$ cat src/rtl/frame_deserializer_pkg.sv
// Shared types and constants for the serial frame deserializer.
package frame_deserializer_pkg;

  typedef enum logic [1:0] {
    ST_IDLE,
    ST_DATA,
    ST_PARITY,
    ST_STOP
  } state_t;

  localparam int PARITY_NONE = 0;
  localparam int PARITY_ODD  = 1;
  localparam int PARITY_EVEN = 2;

endpackage

$ cat src/rtl/sync_fall_detect.sv
// Two-flop synchronizer with a trailing flop for falling-edge detection.
// EDGE_OUT selects whether sig_out is the fall strobe or the synchronized level.
module sync_fall_detect #(
  parameter bit EDGE_OUT = 1'b0
) (
  input  logic clk,
  input  logic rst_n,
  input  logic async_in,
  output logic sig_out
);

  logic meta_q, meta_d;
  logic sync_q, sync_d;
  logic prev_q, prev_d;

  always_comb begin
    meta_d = async_in;
    sync_d = meta_q;
    prev_d = sync_q;
  end

  // Reset to 1 so an idle-high line never produces a spurious fall.
  always_ff @(posedge clk or negedge rst_n) begin
    if (!rst_n) begin
      meta_q <= 1'b1;
      sync_q <= 1'b1;
      prev_q <= 1'b1;
    end else begin
      meta_q <= meta_d;
      sync_q <= sync_d;
      prev_q <= prev_d;
    end
  end

  assign sig_out = EDGE_OUT ? (prev_q & ~sync_q) : sync_q;

endmodule

$ cat src/rtl/frame_deserializer.sv
// Receives start/data/parity/stop frames clocked by an external serial clock
// and presents the payload with a valid/ready hold register and error pulses.
module frame_deserializer
  import frame_deserializer_pkg::*;
#(
  parameter int DATA_WIDTH     = 8,
  parameter int PARITY_MODE    = 1,
  parameter int MSB_FIRST      = 0,
  parameter int TIMEOUT_CYCLES = 2000
) (
  input  logic                            FCLK,
  input  logic                            RST_N,
  input  logic                            CONTROL_CLOCK,
  input  logic                            DEBOUNCED_DATA,
  input  logic                            DATA_READY,
  output logic [DATA_WIDTH-1:0]           PARALLEL_DATA_OUTPUT,
  output logic                            DATA_VALID,
  output logic [$clog2(DATA_WIDTH+3)-1:0] OUTPUT_COUNTER_REGISTER,
  output logic                            BUSY,
  output logic                            PARITY_ERROR,
  output logic                            FRAMING_ERROR,
  output logic                            TIMEOUT_ERROR,
  output logic                            OVERRUN
);

  localparam int CW = $clog2(DATA_WIDTH + 3);
  localparam int TW = $clog2(TIMEOUT_CYCLES + 1);

  state_t                state_q, state_d;
  logic [CW-1:0]         cnt_q, cnt_d;
  logic [TW-1:0]         timer_q, timer_d;
  logic [DATA_WIDTH-1:0] shift_q, shift_d;
  logic [DATA_WIDTH-1:0] dout_q, dout_d;
  logic                  par_q, par_d;
  logic                  valid_q, valid_d;
  logic                  perr_q, perr_d;
  logic                  ferr_q, ferr_d;
  logic                  toerr_q, toerr_d;
  logic                  ovr_q, ovr_d;

  logic fall;
  logic bit_in;
  logic timeout_hit;
  logic par_ok;

  sync_fall_detect #(.EDGE_OUT(1'b1)) u_clk_sync (
    .clk     (FCLK),
    .rst_n   (RST_N),
    .async_in(CONTROL_CLOCK),
    .sig_out (fall)
  );

  sync_fall_detect #(.EDGE_OUT(1'b0)) u_data_sync (
    .clk     (FCLK),
    .rst_n   (RST_N),
    .async_in(DEBOUNCED_DATA),
    .sig_out (bit_in)
  );

  // A fall arriving on the expiry cycle wins over the timeout.
  assign timeout_hit = (state_q != ST_IDLE) && !fall &&
                       (timer_q == TW'(TIMEOUT_CYCLES - 1));
  assign par_ok = (PARITY_MODE == PARITY_NONE) ||
                  (par_q == (PARITY_MODE == PARITY_ODD));

  always_ff @(posedge FCLK or negedge RST_N) begin
    if (!RST_N) state_q <= ST_IDLE;
    else        state_q <= state_d;
  end

  always_comb begin
    state_d = state_q;
    case (state_q)
      ST_IDLE:   if (fall && !bit_in) state_d = ST_DATA;
      ST_DATA:   if (fall && cnt_q == CW'(DATA_WIDTH))
                   state_d = (PARITY_MODE == PARITY_NONE) ? ST_STOP : ST_PARITY;
      ST_PARITY: if (fall) state_d = ST_STOP;
      ST_STOP:   if (fall) state_d = ST_IDLE;
      default:   state_d = ST_IDLE;
    endcase
    if (timeout_hit) state_d = ST_IDLE;
  end

  always_comb begin
    cnt_d   = cnt_q;
    timer_d = timer_q;
    shift_d = shift_q;
    dout_d  = dout_q;
    par_d   = par_q;
    valid_d = valid_q;
    perr_d  = 1'b0;
    ferr_d  = 1'b0;
    toerr_d = 1'b0;
    ovr_d   = 1'b0;

    if (valid_q && DATA_READY) valid_d = 1'b0;

    if (state_q == ST_IDLE) begin
      timer_d = '0;
      cnt_d   = '0;
      if (fall && !bit_in) begin
        cnt_d = CW'(1);
        par_d = 1'b0;
      end
    end else if (fall) begin
      timer_d = '0;
      cnt_d   = cnt_q + CW'(1);
      case (state_q)
        ST_DATA: begin
          par_d = par_q ^ bit_in;
          if (MSB_FIRST != 0) shift_d = {shift_q[DATA_WIDTH-2:0], bit_in};
          else                shift_d = {bit_in, shift_q[DATA_WIDTH-1:1]};
        end
        ST_PARITY: par_d = par_q ^ bit_in;
        ST_STOP: begin
          cnt_d  = '0;
          perr_d = !par_ok;
          ferr_d = !bit_in;
          if (par_ok && bit_in) begin
            // Held word survives unless it is being consumed this very cycle.
            if (valid_q && !DATA_READY) begin
              ovr_d = 1'b1;
            end else begin
              dout_d  = shift_q;
              valid_d = 1'b1;
            end
          end
        end
        default: ;
      endcase
    end else if (timeout_hit) begin
      timer_d = '0;
      cnt_d   = '0;
      toerr_d = 1'b1;
    end else begin
      timer_d = timer_q + TW'(1);
    end
  end

  always_ff @(posedge FCLK or negedge RST_N) begin
    if (!RST_N) begin
      cnt_q   <= '0;
      timer_q <= '0;
      shift_q <= '0;
      dout_q  <= '0;
      par_q   <= 1'b0;
      valid_q <= 1'b0;
      perr_q  <= 1'b0;
      ferr_q  <= 1'b0;
      toerr_q <= 1'b0;
      ovr_q   <= 1'b0;
    end else begin
      cnt_q   <= cnt_d;
      timer_q <= timer_d;
      shift_q <= shift_d;
      dout_q  <= dout_d;
      par_q   <= par_d;
      valid_q <= valid_d;
      perr_q  <= perr_d;
      ferr_q  <= ferr_d;
      toerr_q <= toerr_d;
      ovr_q   <= ovr_d;
    end
  end

  always_comb begin
    BUSY                    = (state_q != ST_IDLE);
    PARALLEL_DATA_OUTPUT    = dout_q;
    DATA_VALID              = valid_q;
    OUTPUT_COUNTER_REGISTER = cnt_q;
    PARITY_ERROR            = perr_q;
    FRAMING_ERROR           = ferr_q;
    TIMEOUT_ERROR           = toerr_q;
    OVERRUN                 = ovr_q;
  end

endmodule

$ cat config.mk
export PLATFORM = sky130hd
export DESIGN_NAME = frame_deserializer
export DESIGN_NICKNAME = d
export VERILOG_FILES = /design/src/rtl/frame_deserializer_pkg.sv /design/src/rtl/sync_fall_detect.sv /design/src/rtl/frame_deserializer.sv
export SDC_FILE = /design/constraint.sdc
export NUM_CORES = 1
export LEC_CHECK = 0
export BUFFER_PORTS_ARGS = -buffer_cell sky130_fd_sc_hd__buf_2
export CAP_MARGIN = 20
export CORE_UTILIZATION = 50
export CTS_BUF_LIST = sky130_fd_sc_hd__clkbuf_16
export DETAILED_ROUTE_END_ITERATION = 6
export HOLD_SLACK_MARGIN = 0.15
export PLACE_DENSITY = 0.81
export SYNTH_ARGS = -nofsm -noshare
export SYNTH_HDL_FRONTEND = slang
export SYNTH_SLANG_ARGS = --single-unit
$ cat constraint.sdc
create_clock -name FCLK -period 2.5 [get_ports FCLK]
set_input_delay 0.125 -clock FCLK [delete_from_list [all_inputs] [get_ports FCLK]]
set_output_delay 0.125 -clock FCLK [all_outputs]
set_load 0.1 [all_outputs]
Yosys cells after proc, flatten, opt, wreduce, memory -nomap -nowiden
Cells that the tools add are included.
{ "op_classes": {"eq_ne": 10, "n_reduce_logical": 21, "n_bitwise": 5, "add_sub_neg": 2, "muxes": 38} }
{ "op_table": {"columns": ["cell", "count"], "rows": [
  ["11-bit two-way mux", 3],
  ["1-bit two-way mux", 25],
  ["4-bit two-way mux", 4],
  ["3-bit inequality test, second input constant", 4],
  ["11-bit by 1-bit adder with 11-bit output, second input constant", 1],
  ["11-bit equality test, second input constant", 1],
  ["2-bit two-way mux", 5],
  ["2-bit case mux with 4 select lines", 1],
  ["1-bit logical AND", 7],
  ["3-bit AND reduction", 2],
  ["2-bit nonzero test", 3],
  ["5-bit AND reduction", 1],
  ["4-bit by 1-bit adder with 4-bit output, second input constant", 1],
  ["2-bit equality test, second input constant", 2],
  ["4-bit equality test, second input constant", 1],
  ["1-bit zero test", 4],
  ["4-bit AND reduction", 1],
  ["1-bit NOT", 3],
  ["3-bit nonzero test", 1],
  ["2-bit by 1-bit equality test with 1-bit output, second input constant", 1],
  ["2-bit zero test", 1],
  ["2-bit inequality test, second input constant", 1],
  ["2-bit OR reduction", 1],
  ["1-bit AND", 1],
  ["1-bit XOR", 1]
]} }
{ "totals": {"ff_bits": 44, "inputBits": 5, "word_cells": 92} }

Longest topological paths before layout
Gate-level depths: netlist (run 1).
{ "depth": {"word_depth": 8, "ltp_mapped": 7} }

Modules after synthesis
From an unflattened synthesis (run 1), not the netlist that was laid out.
{ "hier_totals": {"hier_cells": 149, "hier_area_um2": 1885.6} }
{ "modules_own_cells": {"columns": ["mod", "seq_area_each_um2", "cells_each", "instances", "area_per_inst_um2"], "rows": [
  ["frame_deserializer", 975.9, 143, 1, 1740.4],
  ["sync_fall_detect (u_clk_sync)", 78.8, 4, 1, 92.6],
  ["sync_fall_detect (u_data_sync)", 52.6, 2, 1, 52.6]
]} }

Least setup slack after synthesis (run 1)
Ideal clock, no wire load.
{ "synth_path": {"path_kind": "register to register", "start": "register state_q[0]", "end": "register state_q[1]", "path_stages_with_launch": 8, "setup_ps": 127, "path_slack_ps": 139, "t_arrival_ps": 2234, "required_time_ps": 2373, "period_less_slack_ps": 2361, "path_cell_list": "dfrtp_1 -> inv_1 -> ha_1 -> inv_1 -> nand2_1 -> nor4_4 -> o21ai_0 -> o2bb2ai_1"} }
{ "synth_via": {"elab_chain_cells": 5} }
{ "synth_lines": {"columns": ["element", "line", "text"], "rows": [
  ["start: declaration", "frame_deserializer.sv:29", "state_t state_q, state_d;"],
  ["start signal: assignment", "frame_deserializer.sv:68", "else state_q <= state_d;"],
  ["2-bit nonzero test (*)", null, null],
  ["named net BUSY", "frame_deserializer.sv:19", "output logic BUSY,"],
  ["1-bit logical AND (*) (2 in series)", "frame_deserializer.sv:61", "assign timeout_hit = (state_q != ST_IDLE) && !fall &&"],
  ["3-bit inequality test (no line)", null, null],
  ["4-bit AND reduction (no line)", null, null]
]} }
Mark *: on every way through the listed nets, which the timed path passes. The rest lies on a longest branch.
A chain may end at the register's enable or synchronous reset.

Worst setup path in the final report (run 1)
{ "layout_path": {"start": "register state_q[0]", "end": "register shift_q[7]"} }
{ "layout_via": {"elab_chain_cells": 3} }
{ "layout_lines": {"columns": ["element", "line", "text"], "rows": [
  ["2-bit zero test", "frame_deserializer.sv:98", "if (state_q == ST_IDLE) begin"],
  ["1-bit NOT (no line)", null, null],
  ["3-bit AND reduction (no line) (*)", null, null],
  ["end signal: assignment", "frame_deserializer.sv:155", "shift_q <= shift_d;"],
  ["end: declaration", "frame_deserializer.sv:32", "logic [DATA_WIDTH-1:0] shift_q, shift_d;"]
]} }
Every way passes the cells marked *; elsewhere a longest branch is shown, timed or not.

==> metrics.csv, run 1 <==
stage;metric;value;unit
cts;maximum clock insertion buffer count;2;
sta;Setup Viol. Count Final;0;
grt;M3 GR Usage;4.29;%
cts;PostCTS Resize Cnt;0;
critical_path;CP required;2.67;ns
cells_and_area;Area growth, synth to finish;18.0;%
cts;htree depth;2;
sta;period utilisation layout;77.6;%
synth;Synth area leader;dfrtp_1;
cts;clk root buf;clkbuf_16;
critical_path;CP peak stage delay;0.41;ns
sta;Fin. Hold Viols;0;
routing;DRC viols;0;
routing;Vias;1224;
synth;Async S/R FF share, synth;100;%
routing;Routed Wire Length;3.12;mm
die;IO Count;23;
cells_and_area;commonest non-fill, non-tap cell in the layout;dfrtp_1;
synth;post-synth top area share;50.9;%
critical_path;crit path max fanout;8;
pwr;NetSw;0.000774;W
critical_path;WS Path Type;register to register;
place;Final HPWL DP;2.19;mm
sta;worst clock skew;0.00362;ns
die;Rows;22;
pwr;Tot Pwr;0.00225;W
critical_path;Buf/Inv on CP;1;
routing;DR vias/cell;5.30;
synth;number of synthesized flops with an enable pin;0;
place;Port Buffers;22;
synth;sequential area share after synthesis;57.7;%
die;Die W;63.9;um
routing;1st-iter DRT viols;43;
routing;WL/cell;13.5;um
pwr;Comb pwr share;29.0;%
critical_path;Worst R2R Setup Slack;0.56;ns
cells_and_area;antenna cells;0;
cells_and_area;nets;195;
grt;met2 Use GR;28.6;%
run;Max Cap Violations;0;
sta;Fmax achieved;516;MHz
cells_and_area;commonest cells after routing, fill and taps aside;dfrtp_1, buf_2, nor2_1;
sta;fin. max-slew vios;0;
critical_path;Crit-path slowest cell;dfrtp_1;
sta;final setup TNS;0;ns
sta;RSZ-0062 raised after global routing;false;
outcome;outcome;completed;
grt;GR peak layer;met2;
cts;total CTS buffers;5;
synth;syn nets;165;
pwr;VDD IR-drop max;0.910;mV
pwr;Leak;1.14;nW
synth;post-synthesis cell area;1920;um^2
die;Core ar.;3660;um^2
grt;initial antenna violation count;0;
synth;Yosys cell types;34;
pwr;clock network power share;31.7;%
hold_path;worst hold path class;primary input to register;
synth;ys flop type;dfrtp_1;
die;DIE HEIGHT;63.9;um
pwr;pwr dens;993;nW/um^2
grt;grt total ovfl;0;
pwr;sw frac;34.5;%
sta;normalized max-slew margin;39.1;%
pwr;P_int;0.00147;W
routing;Final ANT Viol Nets;0;
cts;Worst-path clk slew;0.06;ns
cells_and_area;Fillers;291;
grt;M1 GR Usage;21.6;%
cells_and_area;share of layout cells above drive strength 1;30.6;%
cts;clk sinks;44;
place;RePlAce Congestion;0.838;
sta;Final min period;1.94;ns
synth;Yosys reg bits;44;
routing;DR pass1 iterations;4;
die;Initial Utilization;52.4;%
synth;Area contributors post-synth;dfrtp_1, mux2_2, dfstp_2;
grt;All-Layer GR Usage;17.5;%
die;Die ar.;4090;um^2
synth;warning count from the yosys run;0;
sta;worst-margin pin slew;0.913;ns
critical_path;CP Capture Type;register;
pwr;Flop pwr share;39.3;%
critical_path;delay-heaviest family, CP;simple AND/OR/NAND/NOR gates;
critical_path;Worst Path Arrival;2.10;ns
cts;TritonCTS clock tree;done;
critical_path;crit-path cells;inv_1, ha_1, nor2_1, and2_1, mux2_2;
grt;first-pass GRT wire length;5.35;mm
grt;largest net degree at the start of global routing;45;
critical_path;crit path launch type;register;
synth;Cells after Synth;152;
synth;syn avg cell area;12.6;um^2
grt;vias in the first global route;1172;
cts;Clk Latency, worst-skew pair;0.28;ns
==> stage by stage <==
step / util (%) / cell area [um^2] / hold slack, ns / setup WS, ns / cells
after global placement: 56.5 / 2070 / 0.231 / 0.683 / 220
after floorplan: - / 1920 / -0.171 / 0.139 / 152
after global routing: 61.8 / 2260 / 0.197 / 0.434 / 231
after detailed placement: 56.5 / 2070 / 0.231 / 0.577 / 220
after CTS: 61.8 / 2260 / 0.177 / 0.573 / 231
final: 61.8 / 2260 / 0.197 / 0.561 / 231
==> logic make-up (layout without fill, tap and decap cells) <==
group / Yosys count / in the layout / synth area share, %
AOI/OAI and AO/OA: 14 / 14 / 5.94
xor gates and xnor gates: 10 / 10 / 4.57
adders and majority gates: 8 / 8 / 5.22
buffers and inverters: 10 / 41 / 2.74
DFF: 44 / 44 / 57.7
muxes: 18 / 18 / 10.4
and+or+nand+nor: 48 / 48 / 13.4
==> Yosys cell counts (all sizes together), types with 2 or more instances <==
| cell | n |
|---|---|
| dfrtp | 39 |
| nor2 | 18 |
| mux2 | 16 |
| xnor2 | 9 |
| ha | 8 |
| nand2 | 8 |
| inv | 7 |
| dfstp | 5 |
| nand3 | 5 |
| o21ai | 5 |
| and3 | 4 |
| buf | 3 |
| mux2i | 2 |
| nand2b | 2 |
| nand4 | 2 |
| nor2b | 2 |
| nor3 | 2 |
| o22ai | 2 |
==> worst paths after layout <==
path	from	end	cells after the start
worst max-delay path	state_q[0]	shift_q[7]	5
worst min-delay path	DATA_READY	OVERRUN	3
worst max register to register	state_q[0]	shift_q[7]	5
worst min register to register	u_clk_sync.meta_q	u_clk_sync.prev_d	0
max in group asynchronous	RST_N	timer_q[0]	2
min in group asynchronous	RST_N	OUTPUT_COUNTER_REGISTER[2]	2
==> worst min-delay path, delay by kind of cell <==
family	cells	cell delay, ns
buf+inv	1	0.07
simple gates	2	0.24
==> registers in the layout (all words and copies together) (netlist names), 2 cells and up <==
signal                   count
timer_q                     11
PARALLEL_DATA_OUTPUT         8
shift_q                      8
OUTPUT_COUNTER_REGISTER      4
state_q                      2
==> metal layers <==
layer	vias up	part of all wire (%)	wire, um
met1	616	44	1380
met2	26	50	1550
met4	0	2.0	61
met3	7	4.2	132
li1	575	-	-
met5	-	0	0
==> power by group through the flow <==
stage / sequential, W / combinational [W] / clock, W
final: 0.000883 / 0.000652 / 0.000711
after detailed placement: 0.000892 / 0.000653 / 0
after CTS: 0.000882 / 0.000657 / 0.000728
after floorplan: 0.00100 / 0.000412 / 0
after global routing: 0.000898 / 0.000703 / 0.000764
after global placement: 0.000884 / 0.000630 / 0
==> what timing repair did <==
item,CTS,global route
buffers inserted,0,0
hold buffers,3,0
endpoints found under the hold margin,41,0
==> cell type report <==
class                      count  area (um^2)  area share, %
sequential                    44         1110           48.9
timing repair buffer          26          148           6.52
tap                           48         60.1           2.65
inverter                       7         26.3           1.16
clock buffer                   5          125           5.53
multi-input combinational     98          758           33.5
clock inverter                 3         38.8           1.71
No activity file was read; power rests on OpenSTA's default activity.
==> inputs of run 2 (changes only) <==
--- a/config.mk
+++ b/config.mk
@@ -11,7 +11,7 @@
 export CTS_BUF_LIST = sky130_fd_sc_hd__clkbuf_16
 export DETAILED_ROUTE_END_ITERATION = 6
 export HOLD_SLACK_MARGIN = 0.15
-export PLACE_DENSITY = 0.81
+export PLACE_DENSITY = 0.84
 export SYNTH_ARGS = -nofsm -noshare
 export SYNTH_HDL_FRONTEND = slang
 export SYNTH_SLANG_ARGS = --single-unit
==> constraint.sdc (replaced) <==
create_clock -name FCLK -period 1.7 [get_ports FCLK]
set_input_delay 0.085 -clock FCLK [delete_from_list [all_inputs] [get_ports FCLK]]
set_output_delay 0.085 -clock FCLK [all_outputs]
set_load 0.1 [all_outputs]
==> run 2 against run 1 <==
Net effect: die area stayed put; count of clock-buffer cells in the layout did not move; clock power rose by 52%; final cell count grew 4.8%; non-clock buffer count increased by 11; sequential power grew 49%; critical path depth up 2; worst hold slack worse by 0.0072 ns; first-iteration DRC count increased by 14%; largest power group unchanged.
==> metrics.csv, run 2 (same netlist as run 1, synthesis figures left out) <==
stage;metric;value;unit
routing;met2 wire len;1.90;mm
cells_and_area;Final Cell Area;2430;um^2
sta;worst-margin pin slew;0.496;ns
grt;first-pass GRT wire length;5.73;mm
cts;maximum clock insertion buffer count;2;
cells_and_area;most flop-heavy register;timer_q;
critical_path;FF-to-FF path depth;7;
sta;normalized max-slew margin;67.1;%
cells_and_area;share of layout cells above drive strength 1;41.8;%
routing;1st-iter DRT viols;49;
cells_and_area;commonest non-fill, non-tap cell in the layout;dfrtp_1;
critical_path;launching point of the worst reg2reg path;state_q[0];
place;RePlAce Congestion;0.771;
critical_path;Reg2Reg Capture Point;state_q[1];
sta;fin. max-slew vios;0;
place;Port Buffers;22;
critical_path;Worst R2R Setup Slack;0.03;ns
critical_path;CP required;1.85;ns
routing;Final ANT Viol Nets;0;
grt;largest net degree at the start of global routing;34;
critical_path;crit path max fanout;6;
critical_path;Worst Path Arrival;1.83;ns
critical_path;Crit-path slowest cell;dfrtp_1;
cells_and_area;commonest cells after routing, fill and taps aside;dfrtp_1, buf_2, nor2_1;
die;Die W;63.9;um
place;DP Area;2140;um^2
sta;Setup Viol. Count Final;0;
grt;vias in the first global route;1262;
place;Final HPWL DP;2.36;mm
die;Rows;22;
routing;Met1 Wirelength;1.53;mm
routing;WL/cell;14.8;um
cts;clk root buf;clkbuf_16;
cts;htree depth;2;
routing;DRC viols;0;
routing;top layer in use;met4;
cts;clk sinks;44;
cells_and_area;max reg flops;11;
cells_and_area;nets;206;
run;Max Cap Violations;0;
critical_path;crit path launch type;register;
cts;Worst-path clk slew;0.06;ns
sta;worst clock skew;0.00392;ns
grt;initial antenna violation count;0;
die;DIE HEIGHT;63.9;um
cells_and_area;Area growth, synth to finish;26.9;%
outcome;outcome;completed;
grt;All-Layer GR Usage;18.6;%
sta;Fin. Hold Viols;0;
sta;period utilisation layout;98.5;%
cts;Clk Latency, worst-skew pair;0.29;ns
critical_path;crit-path cells;inv_2, ha_4, clkinvlp_4, nand2_4, nor4_4, o21ai_1, o2bb2ai_1;
cts;total CTS buffers;5;
grt;grt total ovfl;0;
routing;Vias;1262;
routing;DR pass1 iterations;4;
routing;DR vias/cell;5.21;
critical_path;worst setup path start;state_q[0];
critical_path;Buf/Inv on CP;2;
routing;Routed Wire Length;3.59;mm
die;Die ar.;4090;um^2
cells_and_area;antenna cells;0;
cts;TritonCTS clock tree;done;
pwr;pwr dens;1510;nW/um^2
critical_path;CP peak stage delay;0.43;ns
sta;Fmax achieved;597;MHz
die;Core ar.;3660;um^2
critical_path;CP Capture Type;register;
cells_and_area;final core occ;66.5;%
pwr;VDD IR-drop max;0.986;mV
die;Initial Utilization;52.4;%
critical_path;WS Path Type;register to register;
hold_path;worst hold path class;primary input to asynchronous set/reset pin;
die;IO Count;23;
critical_path;delay-heaviest family, CP;simple AND/OR/NAND/NOR gates;
pwr;Leak;1.20;nW
routing;routed wl met3;123;um
sta;Final min period;1.67;ns
## run 2: worst max path at each step
stage | depth (start not counted) | slack, ns | to
floorplan | 6 | -0.11 | OUTPUT_COUNTER_REGISTER[0]
global placement | 6 | 0.09 | state_q[0]
detailed placement | 6 | -0.06 | state_q[0]
CTS | 6 | 0.01 | PARALLEL_DATA_OUTPUT[7]
global route | 7 | -0.04 | state_q[1]
finish | 7 | 0.03 | state_q[1]
## run 2: layout make-up
class | count | area, um^2
fill | 251 | 1230
sequential | 44 | 1120
multi-input combinational | 98 | 807
timing repair buffer | 37 | 251
clock buffer | 5 | 125
tap | 48 | 60.1
clock inverter | 3 | 42.5
inverter | 7 | 30.0
## run 2: report_power, final
part	switching, W	total, W	internal [W]
clock	0.000387	0.00108	0.000690
combinational	0.000778	0.00128	0.000505
sequential	0.000128	0.00132	0.00119
total	0.00129	0.00368	0.00239
## run 2: through the flow
step | setup WS (ns) | power (W) | setup TNS [ns] | cells | hold slack, ns
global placement | 0.0859 | 0.00236 | 0 | 224 | -0.0320
finish | 0.0251 | 0.00368 | 0 | 242 | 0.190
floorplan | -0.112 | 0.00214 | -0.954 | 152 | -0.211
CTS | 0.0101 | 0.00354 | 0 | 236 | 0.204
global route | -0.0356 | 0.00385 | -0.0696 | 242 | 0.233
detailed placement | -0.0554 | 0.00243 | -0.0554 | 224 | -0.0330
## run 2: per-layer routing
metal / vias to the layer above / GRT usage [%]
met1: 627 / 22.5
met5: - / 0
met3: 3 / 4.29
met4: 0 / 6.82
li1: 603 / -
met2: 29 / 32.3
## run 2: repair_timing
item                                   CTS  global route
setup endpoints to repair                7            10
endpoints found under the hold margin   43             0
hold buffers                             4             0
pin swaps                                0             5
buffers inserted                         0             6
gates resized for setup                  2             8
==> inputs of run 3 (changes only) <==
--- a/config.mk
+++ b/config.mk
@@ -11,6 +11,7 @@
 export CTS_BUF_LIST = sky130_fd_sc_hd__clkbuf_16
 export DETAILED_ROUTE_END_ITERATION = 6
 export HOLD_SLACK_MARGIN = 0.15
+export MAX_ROUTING_LAYER = met4
 export PLACE_DENSITY = 0.84
 export SYNTH_ARGS = -nofsm -noshare
 export SYNTH_HDL_FRONTEND = slang
==> run 3 against run 2 <==
Net effect: non-clock buffer count is the same; combinational power about the same; critical path depth stayed put; critical path type unchanged.
==> metrics.csv, run 3 (same netlist as run 1, synthesis figures left out) <==
stage;metric;value;unit
routing;WL/cell;14.8;um
sta;worst clock skew;0.00208;ns
grt;first-pass GRT wire length;5.72;mm
cells_and_area;max reg flops;11;
critical_path;crit path launch type;register;
cts;TritonCTS clock tree;done;
sta;Fmax achieved;595;MHz
critical_path;Reg2Reg Capture Point;state_q[1];
critical_path;WS Path Type;register to register;
cells_and_area;commonest non-fill, non-tap cell in the layout;dfrtp_1;
critical_path;Worst R2R Setup Slack;0.02;ns
run;Max Cap Violations;0;
cells_and_area;most flop-heavy register;timer_q;
grt;vias in the first global route;1261;
routing;Vias;1265;
die;Rows;22;
grt;largest net degree at the start of global routing;34;
cells_and_area;Final Cell Area;2430;um^2
cells_and_area;nets;206;
sta;final setup TNS;0;ns
cts;Worst-path clk slew;0.06;ns
critical_path;crit-path cells;inv_2, ha_4, clkinvlp_4, nand2_4, nor4_4, o21ai_1, o2bb2ai_1;
critical_path;launching point of the worst reg2reg path;state_q[0];
sta;period utilisation layout;98.8;%
critical_path;crit path max fanout;6;
critical_path;CP Capture Type;register;
cts;total CTS buffers;5;
sta;Setup Viol. Count Final;0;
critical_path;CP required;1.85;ns
cells_and_area;Fillers;251;
die;Die ar.;4090;um^2
critical_path;CP peak stage delay;0.43;ns
routing;Final ANT Viol Nets;0;
routing;DR pass1 iterations;4;
place;DP Area;2140;um^2
sta;normalized max-slew margin;67.1;%
outcome;outcome;completed;
cts;maximum clock insertion buffer count;2;
pwr;Tot Pwr;0.00367;W
pwr;clock network power share;29.2;%
sta;Fin. Hold Viols;0;
pwr;pwr dens;1510;nW/um^2
critical_path;Worst Path Arrival;1.83;ns
pwr;NetSw;0.00128;W
hold_path;worst hold path class;primary input to asynchronous set/reset pin;
die;IO Count;23;
sta;worst-margin pin slew;0.497;ns
routing;DRC viols;0;
cells_and_area;share of layout cells above drive strength 1;41.8;%
die;DIE HEIGHT;63.9;um
cells_and_area;commonest cells after routing, fill and taps aside;dfrtp_1, buf_2, nor2_1;
sta;fin. max-slew vios;0;
grt;All-Layer GR Usage;19.1;%
cts;clk root buf;clkbuf_16;
grt;initial antenna violation count;0;
grt;grt total ovfl;0;
cts;clk sinks;44;
routing;Routed Wire Length;3.57;mm
critical_path;Crit-path slowest cell;dfrtp_1;
cts;Clk Latency, worst-skew pair;0.28;ns
pwr;Comb pwr share;34.9;%
pwr;sw frac;35.0;%
cells_and_area;Area growth, synth to finish;26.9;%
routing;1st-iter DRT viols;32;
sta;Final min period;1.68;ns
cells_and_area;Multi-input gate area;807;um^2
place;RePlAce Congestion;0.781;
critical_path;FF-to-FF path depth;7;
cts;htree depth;2;
cells_and_area;register area;1120;um^2
pwr;VDD IR-drop max;0.984;mV
routing;DR vias/cell;5.23;
die;Initial Utilization;52.4;%
place;Final HPWL DP;2.36;mm
place;Port Buffers;22;
cells_and_area;antenna cells;0;
die;Core ar.;3660;um^2
pwr;Flop pwr share;36.0;%
die;Die W;63.9;um
pwr;P_int;0.00239;W
pwr;Leak;1.20;nW
## run 3: cell counts in the layout (fill, tap and decap cells not counted)
No cell type changed its count.
## run 3: metrics by stage
step / hold slack [ns] / util [%] / instances / setup slack, ns
global route: 0.232 / 66.5 / 242 / -0.0356
CTS: 0.204 / 64.3 / 236 / 0.0101
floorplan: -0.211 / - / 152 / -0.112
finish: 0.193 / 66.5 / 242 / 0.0198
detailed placement: -0.0330 / 58.5 / 224 / -0.0554
global placement: -0.0320 / 58.5 / 224 / 0.0859
## run 3: worst max-delay path by stage
stage / depth (start not counted) / slack [ns] / from / end
4_1_cts: 6 / 0.01 / state_q[1] / PARALLEL_DATA_OUTPUT[7]
6_report: 7 / 0.02 / state_q[0] / state_q[1]
2_1_floorplan: 6 / -0.11 / state_q[0] / OUTPUT_COUNTER_REGISTER[0]
3_5_place_dp: 6 / -0.06 / state_q[0] / state_q[0]
3_3_place_gp: 6 / 0.09 / state_q[0] / state_q[0]
5_1_grt: 7 / -0.04 / state_q[0] / state_q[1]
## run 3: what timing repair did
item | CTS | global route
resized for setup | 2 | 8
cloned | 0 | 0
endpoints found under the hold margin | 43 | 0
buffers inserted | 0 | 6
pin swaps | 0 | 6
hold buffers | 4 | 0
setup endpoints to repair | 7 | 10
## run 3: worst max-delay path, delay by kind of cell, from the launching register on
family / cells / cell delay, ns
flip-flops: 1 / 0.43
AND/OR/NAND/NOR: 2 / 0.45
AO/OA/AOI/OAI: 2 / 0.25
adder cells (fa/ha/maj): 1 / 0.19
buffers and inverters: 2 / 0.23
## run 3: area by class of cell
type	count	area share (%)
tap	48	2.47
clock inverter	3	1.75
inverter	7	1.23
multi-input combinational	98	33.2
timing repair buffer	37	10.3
clock buffer	5	5.14
sequential	44	45.9
## run 3: power by group through the flow
stage | clock (W) | sequential, W | combinational, W
after floorplan | 0 | 0.00148 | 0.000660
after global placement | 0 | 0.00131 | 0.00105
after detailed placement | 0 | 0.00133 | 0.00110
after CTS | 0.00109 | 0.00131 | 0.00113
after global routing | 0.00114 | 0.00134 | 0.00137
final | 0.00107 | 0.00132 | 0.00128
## run 3: routing by layer
layer | share of wire, % | GRT usage (%) | vias to the layer above
li1 | - | - | 603
met1 | 41 | 22.3 | 622
met2 | 53 | 32.4 | 35
met3 | 4.5 | 4.29 | 5
met4 | 1.3 | 6.82 | 0
met5 | 0 | - | -
